$ cat src/rtl/display_capture.sv
// Seven-segment scan monitor: settles each multiplexed digit, decodes it
// back to BCD, assembles a frame and publishes its binary value.
module display_capture #(
  parameter int SETTLE  = 4,
  parameter int TIMEOUT = 1048576
) (
  input  logic        clk,
  input  logic        reset,
  input  logic [3:0]  anod,
  input  logic [7:0]  cat,
  output logic [9:0]  numero,
  output logic [15:0] bcd,
  output logic        valid,
  output logic        err,
  output logic        stale
);

  localparam int CW = $clog2(SETTLE + 1);
  localparam int TW = (TIMEOUT > 2) ? $clog2(TIMEOUT) : 1;
  localparam logic [CW-1:0] SET_C  = CW'(SETTLE);
  localparam logic [TW-1:0] TO_END = TW'(TIMEOUT - 1);

  typedef enum logic [1:0] {
    SCAN,
    CONVERT,
    PUBLISH
  } state_t;

  state_t state;
  state_t state_n;

  logic [3:0]    anod_q;
  logic [6:0]    cat_q;
  logic [10:0]   key;
  logic [10:0]   prev_key;
  logic          same;

  logic [CW-1:0] cnt;
  logic [CW-1:0] cnt_n;
  logic          done;
  logic          done_n;
  logic          capture;

  logic          cand;
  logic [3:0]    slot;
  logic [3:0]    nib;
  logic          bad;

  logic [15:0]   digits;
  logic [15:0]   digits_n;
  logic [3:0]    seen;
  logic [3:0]    seen_n;
  logic          ill;
  logic          ill_n;

  logic [15:0]   snap;
  logic          snap_ill;
  logic [13:0]   acc;
  logic [13:0]   acc_n;
  logic [3:0]    dig;
  logic [1:0]    step;
  logic          go_conv;
  logic          go_pub;
  logic          ok_val;

  logic [TW-1:0] tcnt;

  assign key  = {anod_q, cat_q};
  assign same = (key == prev_key);

  // Exactly one low anode selects a digit slot.
  always_comb begin
    cand = 1'b1;
    slot = 4'b0000;
    case (anod_q)
      4'b1110: slot = 4'b0001;
      4'b1101: slot = 4'b0010;
      4'b1011: slot = 4'b0100;
      4'b0111: slot = 4'b1000;
      default: cand = 1'b0;
    endcase
  end

  always_comb begin
    nib = 4'd0;
    bad = 1'b0;
    case (cat_q)
      7'h40: nib = 4'd0;
      7'h79: nib = 4'd1;
      7'h24: nib = 4'd2;
      7'h30: nib = 4'd3;
      7'h19: nib = 4'd4;
      7'h12: nib = 4'd5;
      7'h02: nib = 4'd6;
      7'h78: nib = 4'd7;
      7'h00: nib = 4'd8;
      7'h10: nib = 4'd9;
      7'h7F: nib = 4'd0;
      default: bad = 1'b1;
    endcase
  end

  // done blocks recapture until the sample changes.
  always_comb begin
    cnt_n   = '0;
    capture = 1'b0;
    done_n  = 1'b0;
    if (cand) begin
      if (!same) begin
        cnt_n = {{(CW-1){1'b0}}, 1'b1};
      end else if (cnt == SET_C) begin
        cnt_n = cnt;
      end else begin
        cnt_n = cnt + 1'b1;
      end
      capture = (cnt_n == SET_C) && !(same && done);
      done_n  = capture || (same && done);
    end
  end

  always_comb begin
    digits_n = digits;
    for (int i = 0; i < 4; i++) begin
      if (capture && slot[i]) begin
        digits_n[4*i +: 4] = nib;
      end
    end
  end

  always_comb begin
    if (state == PUBLISH) begin
      seen_n = 4'b0000;
      ill_n  = 1'b0;
    end else begin
      seen_n = seen | (capture ? slot : 4'b0000);
      ill_n  = ill | (capture && bad);
    end
  end

  always_comb begin
    case (step)
      2'd0:    dig = snap[15:12];
      2'd1:    dig = snap[11:8];
      2'd2:    dig = snap[7:4];
      default: dig = snap[3:0];
    endcase
  end

  assign acc_n  = (acc * 14'd10) + {10'd0, dig};
  assign ok_val = (acc_n <= 14'd1023) && !snap_ill;

  always_comb begin
    state_n = state;
    go_conv = 1'b0;
    go_pub  = 1'b0;
    case (state)
      SCAN: begin
        if (&seen_n) begin
          state_n = CONVERT;
          go_conv = 1'b1;
        end
      end
      CONVERT: begin
        if (step == 2'd3) begin
          state_n = PUBLISH;
          go_pub  = 1'b1;
        end
      end
      PUBLISH: state_n = SCAN;
      default: state_n = SCAN;
    endcase
  end

  assign valid = (state == PUBLISH);

  always_ff @(posedge clk) begin
    if (reset) begin
      state <= SCAN;
    end else begin
      state <= state_n;
    end
  end

  always_ff @(posedge clk) begin
    if (reset) begin
      anod_q   <= 4'hF;
      cat_q    <= 7'h7F;
      prev_key <= {4'hF, 7'h7F};
      cnt      <= '0;
      done     <= 1'b0;
      digits   <= '0;
      seen     <= '0;
      ill      <= 1'b0;
    end else begin
      anod_q   <= anod;
      cat_q    <= cat[6:0];
      prev_key <= key;
      cnt      <= cnt_n;
      done     <= done_n;
      digits   <= digits_n;
      seen     <= seen_n;
      ill      <= ill_n;
    end
  end

  // Snapshot uses next-state digits so the frame closes in its capture cycle.
  always_ff @(posedge clk) begin
    if (reset) begin
      snap     <= '0;
      snap_ill <= 1'b0;
      acc      <= '0;
      step     <= '0;
    end else if (go_conv) begin
      snap     <= digits_n;
      snap_ill <= ill_n;
      acc      <= '0;
      step     <= '0;
    end else if (state == CONVERT) begin
      acc      <= acc_n;
      step     <= step + 2'd1;
    end
  end

  always_ff @(posedge clk) begin
    if (reset) begin
      numero <= '0;
      bcd    <= '0;
      err    <= 1'b0;
    end else if (go_pub) begin
      bcd <= snap;
      if (ok_val) begin
        numero <= acc_n[9:0];
        err    <= 1'b0;
      end else begin
        err    <= 1'b1;
      end
    end
  end

  // Publish wins over the terminal count.
  always_ff @(posedge clk) begin
    if (reset) begin
      tcnt  <= '0;
      stale <= 1'b0;
    end else if (go_pub) begin
      tcnt  <= '0;
      stale <= 1'b0;
    end else if (tcnt == TO_END) begin
      stale <= 1'b1;
    end else begin
      tcnt  <= tcnt + 1'b1;
    end
  end

endmodule

$ cat config.mk
export PLATFORM = sky130hd
export DESIGN_NAME = display_capture
export DESIGN_NICKNAME = d
export VERILOG_FILES = /design/src/rtl/display_capture.sv
export SDC_FILE = /design/constraint.sdc
export NUM_CORES = 1
export LEC_CHECK = 0
export BUFFER_PORTS_ARGS = -buffer_cell sky130_fd_sc_hd__buf_2
export CELL_PAD_IN_SITES_DETAIL_PLACEMENT = 0
export CELL_PAD_IN_SITES_GLOBAL_PLACEMENT = 1
export CORE_ASPECT_RATIO = 2
export CORE_MARGIN = 2
export CORE_UTILIZATION = 46
export CTS_CLUSTER_SIZE = 12
export DETAILED_ROUTE_END_ITERATION = 7
export MAX_ROUTING_LAYER = met4
export PLACE_DENSITY = 0.86
export SLEW_MARGIN = 20
export SYNTH_ARGS = -nofsm -noshare
export SYNTH_HDL_FRONTEND = slang
export SYNTH_SLANG_ARGS = --single-unit
$ cat constraint.sdc
create_clock -name clk -period 3.8 [get_ports clk]
set_input_delay 0.76 -clock clk [delete_from_list [all_inputs] [get_ports clk]]
set_output_delay 0.76 -clock clk [all_outputs]
set_load 0.01 [all_outputs]
# Word-level counts from Yosys, hierarchy flattened
# Cells that the tools add are included.
totals:
  inputBits: 14
  word_cells: 98
  regBits: 130
op_classes:
  reduce_logical: 22
  multipliers: 1
  n_eq_ne: 25
  bitwise_logic: 3
  mux: 24
  magnitude_cmp: 1
  add_sub_neg: 4
ops:
  columns: ["cell", "count"]
  rows:
  - ["case mux 4 bit (9 select lines)", 1]
  - ["== test 7 bit (second input constant)", 4]
  - ["two-way mux 4 bit", 6]
  - ["== test 7 x 5 -> 1 bit (second input constant)", 3]
  - ["adder 20 x 1 -> 20 bit (second input constant)", 1]
  - ["== test 20 bit (second input constant)", 1]
  - ["case mux 4 bit (4 select lines)", 1]
  - ["adder 14 x 4 -> 14 bit", 1]
  - ["== test 7 x 6 -> 1 bit (second input constant)", 2]
  - ["less-or-equal comparator 14 x 10 -> 1 bit (second input constant)", 1]
  - ["multiplier 14 x 3 -> 13 bit (second input constant)", 1]
  - ["== test 4 bit (second input constant)", 3]
  - ["case mux 4 bit (3 select lines)", 1]
  - ["== test 11 bit", 1]
  - ["OR reduction 11 bit", 1]
  - ["two-way mux 1 bit", 9]
  - ["two-way mux 3 bit", 3]
  - ["logical AND 1 bit", 8]
  - ["== test 7 x 2 -> 1 bit (second input constant)", 1]
  - ["logical NOT 7 bit", 1]
  - ["== test 2 bit (second input constant)", 3]
  - ["== test 3 bit (second input constant)", 2]
  - ["OR reduction 2 bit", 3]
  - ["== test 2 x 1 -> 1 bit (second input constant)", 2]
  - ["15 further kinds", 20]

# Longest topological paths before layout
depth:
  depth_word: 14
  depth_mapped: 14
  ltp_nobuf: 14

# Worst setup path after synthesis
# Ideal clock, no wire load.
synth_path:
  path_type: "register -> register"
  start: "register acc[1]"
  end: "register numero[0]"
  setup_time_ns: 0.074
  arrival_ns: 3.266
  setup_slack_ns: 0.460
  period_less_slack_ns: 3.340
  path_stages_with_launch: 12
  t_required_ns: 3.726
  path_buffers: 0
  cell_sequence: "dfxtp_1 ha_1 ha_1 fa_1 a211o_1 and2_1 nor4_4 nand3_1 o31ai_1 nand4_1 or4_1 o21ai_0"
synth_between:
  elab_chain_len: 5
synth_rtl:
  columns: ["element", "line_no", "source"]
  rows:
  - ["from (decl)", "58", "logic [13:0] acc;"]
  - ["from (signal assigned)", "219", "acc <= acc_n;"]
  - ["multiplier 14 x 3 -> 13 bit", "149", "assign acc_n = (acc * 14'd10) + {10'd0, dig};"]
  - ["adder 14 x 4 -> 14 bit", "149", null]
  - ["less-or-equal comparator 14 x 10 -> 1 bit", "150", "assign ok_val = (acc_n <= 14'd1023) && !snap_ill;"]
  - ["logical AND 1 bit", "150", null]
  - ["AND reduction 2 bit (no line)", null, null]
  - ["to (signal assigned)", "232", "numero <= acc_n[9:0];"]
  - ["to (decl)", "11", "output logic [9:0] numero,"]
# Every way passes these cells.
# A chain may end at the register's enable or synchronous reset.

# Final worst setup path
# Ends and elaborated chain as after synthesis.

==> flow_metrics.py <==
metrics = {
    "power_and_ir_drop": {
        "power.total_mw": 3.290,
        "powerDensity_mw_per_mm2": 467.6,
        "p_leak_nw": 2.862,
        "p_int_mw": 2.603,
        "power_frac_clock": 0.555,
        "seq_power_share": 0.421,
        "ir_drop_mv": 0.4830,
        "switching_share": 0.2088,
        "power.switching_uw": 686.8,
        "combPwrFrac": 0.024,
    },
    "worst_hold_path": {
        "holdCritPathClass": "flop to flop",
    },
    "placed_design": {
        "preCtsSetupSlack_ns": 0.05859,
        "post-dp-hpwl_um": 8610,
        "portBuffers": 41,
        "gp_congestion": 0.7823,
    },
    "die": {
        "coreArea_sq_mm": 0.01284,
        "initial_core_util": 0.4655,
        "dieWidth_um": 84.62,
        "fp.dieH_um": 165.2,
        "design.portCount": 43,
        "fp-row-count": 59,
        "die-area_sq_mm": 0.01398,
    },
    "cts": {
        "cts_root_buffer": "clkbuf_16",
        "cts_hold_buf": 0,
        "h-tree-depth": 4,
        "cts.clk_slew.worst_paths_ns": 0.06,
        "numCtsBuffers": 17,
        "cts.sinks": 129,
        "tritoncts": "done",
        "insertion_delay_ns": 0.42,
        "clk_path_buf_depth": 2,
    },
    "synthesis": {
        "synth_most_common_cell": "dfxtp_1",
        "yosysSeqAreaShare": 0.4319,
        "synthFlopType": "dfxtp_1",
        "synth_common_cells": "dfxtp_1, nand2_1, nor2_1",
        "synth_edf_count": 0,
        "synth_fp_nets": 721,
        "yosysUniqueCellTypes": 57,
        "netlist.area_leader.share": 0.4319,
        "synth_area_leader_cell": "dfxtp_1",
        "avgSynthCellArea_sq_um": 8.845,
        "ys_seq_elements": 129,
        "synth.top_cells.by_area": "dfxtp_1, ha_1, a21oi_1, nand2_1, nor2_1",
        "yosysWarnings": 0,
        "syn-cell-area_sq_mm": 0.005979,
        "synthArstFlopShare": 0,
        "synthCells": 676,
    },
    "critical_path": {
        "cp_slowest_cell": "fa_1",
        "start_kind": "flop",
        "cp_common_cell": "ha_1",
        "crit_fanout": 5,
        "crit_type": "flop to flop",
        "rr_startpoint": "acc[1]",
        "path_cells": "ha_1, ha_1, fa_1, a211o_1, a2111oi_2, a311oi_2, nand4b_1, buf_4, o31a_1, or4_1, o21ai_0",
        "crit_start": "acc[1]",
        "rr_worst_depth": 11,
        "ff2ff_setup_slack_ns": 0.20,
        "cp-end-kind": "flop",
        "critical_path_depth": 11,
        "critical_path.max_stage_delay_ns": 0.42,
        "cp_top_family": "compound AO/OA/AOI/OAI gates",
        "cp-endpoint": "numero[0]",
        "timing.rr.end": "numero[0]",
        "cp_data_required_time_ns": 4.14,
        "arrival_ns": 3.94,
        "path_buf_inv": 1,
    },
    "drt": {
        "drtAntennaViolNets": 0,
        "vias": 4711,
        "drtIter0Drc": 209,
        "firstDrtPassIters": 4,
        "drc_errors": 0,
        "routed_wl_um": 12240,
        "post_drt_wl_per_cell_um": 13.89,
        "vias_per_cell": 5.347,
    },
    "global_routing": {
        "first_global_vias": 4419,
        "grt_pass1_wl_um": 20510,
        "grt-ovfl-total": 0,
        "antenna_found_initial": 0,
        "grt_use_total": 0.1866,
        "grt_max_degree": 42,
    },
    "layout": {
        "syn_to_final_growth_pct": 17.66,
        "diodes": 0,
        "fin_util": 0.5477,
        "fillers": 1197,
        "fin_nets": 761,
        "drive_gt1_frac": 0.1756,
    },
    "job": {
        "cap_violations": 0,
    },
    "timing": {
        "slew_violations": 0,
        "hold_viol": 0,
        "setup_violations": 0,
        "final.period_utilization": 0.9474,
        "fin_skew_ns": 0.007722,
        "worst_slew_pin_slew_ns": 1.021,
        "slew_headroom": 0.3129,
        "fmax_mhz": 277.8,
        "fin_ws_ns": 0.2000,
        "tns_ns": 0,
        "period_needed_ns": 3.600,
    },
    "run_status": {
        "status": "finished, final reports clean",
    },
}
[cell type report]
| class | instances | area (sq um) | share of cell area |
|---|---|---|---|
| repair buffers | 52 | 287.8 | 0.04090 |
| clock inverters | 13 | 224.0 | 0.03183 |
| multi-input cells | 501 | 3248 | 0.4617 |
| flip-flops and latches | 129 | 2586 | 0.3676 |
| well taps | 152 | 190.2 | 0.02703 |
| inverters | 15 | 56.30 | 0.008003 |
| clock buffers | 19 | 442.9 | 0.06296 |
[power by group through the flow]
| stage | Clock, mW | Sequential, mW | Combinational (mW) |
|---|---|---|---|
| 2_1_floorplan | 0 | 1.41 | 0.0714 |
| 3_3_place_gp | 0 | 1.41 | 0.0794 |
| 3_5_place_dp | 0 | 1.42 | 0.0811 |
| 4_1_cts | 1.85 | 1.39 | 0.0814 |
| 5_1_grt | 1.90 | 1.39 | 0.0898 |
| 6_report | 1.82 | 1.39 | 0.0800 |
[flip-flops by register name (all words and copies together), names as in the netlist, 3 cells and up]
signal    cells
tcnt         20
bcd          16
digits       16
snap         16
acc          13
prev_key     11
numero       10
cat_q         7
anod_q        4
seen          4
cnt           3
[cells in the final DEF, fill, tap and decap left out, drive strengths merged, types with 13 or more instances in the layout]
cell / count
a211oi: 16
a21oi: 57
buf: 52
clkbuf: 19
dfxtp: 129
ha: 29
inv: 19
mux2i: 19
nand2: 75
nand2b: 18
nand3: 21
nor2: 72
o21ai: 27
or2: 27
xnor2: 28
xor2: 13
[kinds of logic after synthesis]
logic type               share of synthesized area
AO/OA/AOI/OAI                               0.1381
adder cells (fa/ha/maj)                    0.06738
multiplexers                               0.03181
flip-flops                                  0.4319
buffers and inverters                      0.03264
AND/OR/NAND/NOR                             0.2356
XOR/XNOR                                   0.06257
[repair_timing]
action | CTS | global route
buffers inserted | 0 | 3
gates resized for setup | 0 | 12
setup endpoints to repair | 0 | 11
[stage by stage]
stage,hold slack [ns],std cells,cell area (sq um)
3_5_place_dp,0.4446,846,6296
6_report,0.4465,881,7036
5_1_grt,0.4712,881,7036
4_1_cts,0.4526,878,6963
2_1_floorplan,0.4244,676,5979
3_3_place_gp,0.4367,846,6296
[tightest hold or removal path, stage by stage (launching register included)]
cell and delay (ns):
dfxtp_1 0.31, inv_1 0.05, a21oi_1 0.05
[worst min-delay path by stage]
stage,from,end,slack (ns),depth (start not counted)
3_5_place_dp,stale,stale,0.44,2
2_1_floorplan,ill,ill,0.42,2
4_1_cts,bcd[11],bcd[11],0.45,2
5_1_grt,bcd[6],bcd[6],0.47,2
6_report,stale,stale,0.45,2
3_3_place_gp,stale,stale,0.44,2
[per-layer routing]
| metal | GRT usage | wire length, um | vias up |
|---|---|---|---|
| li1 | - | - | 2429 |
| met2 | 0.2956 | 5808 | 87 |
| met3 | 0.04423 | 385 | 19 |
| met5 | - | 0 | - |
| met4 | 0.07504 | 252 | 0 |
| met1 | 0.2294 | 5791 | 2176 |
Note: power is estimated with default switching activity, not from simulation.
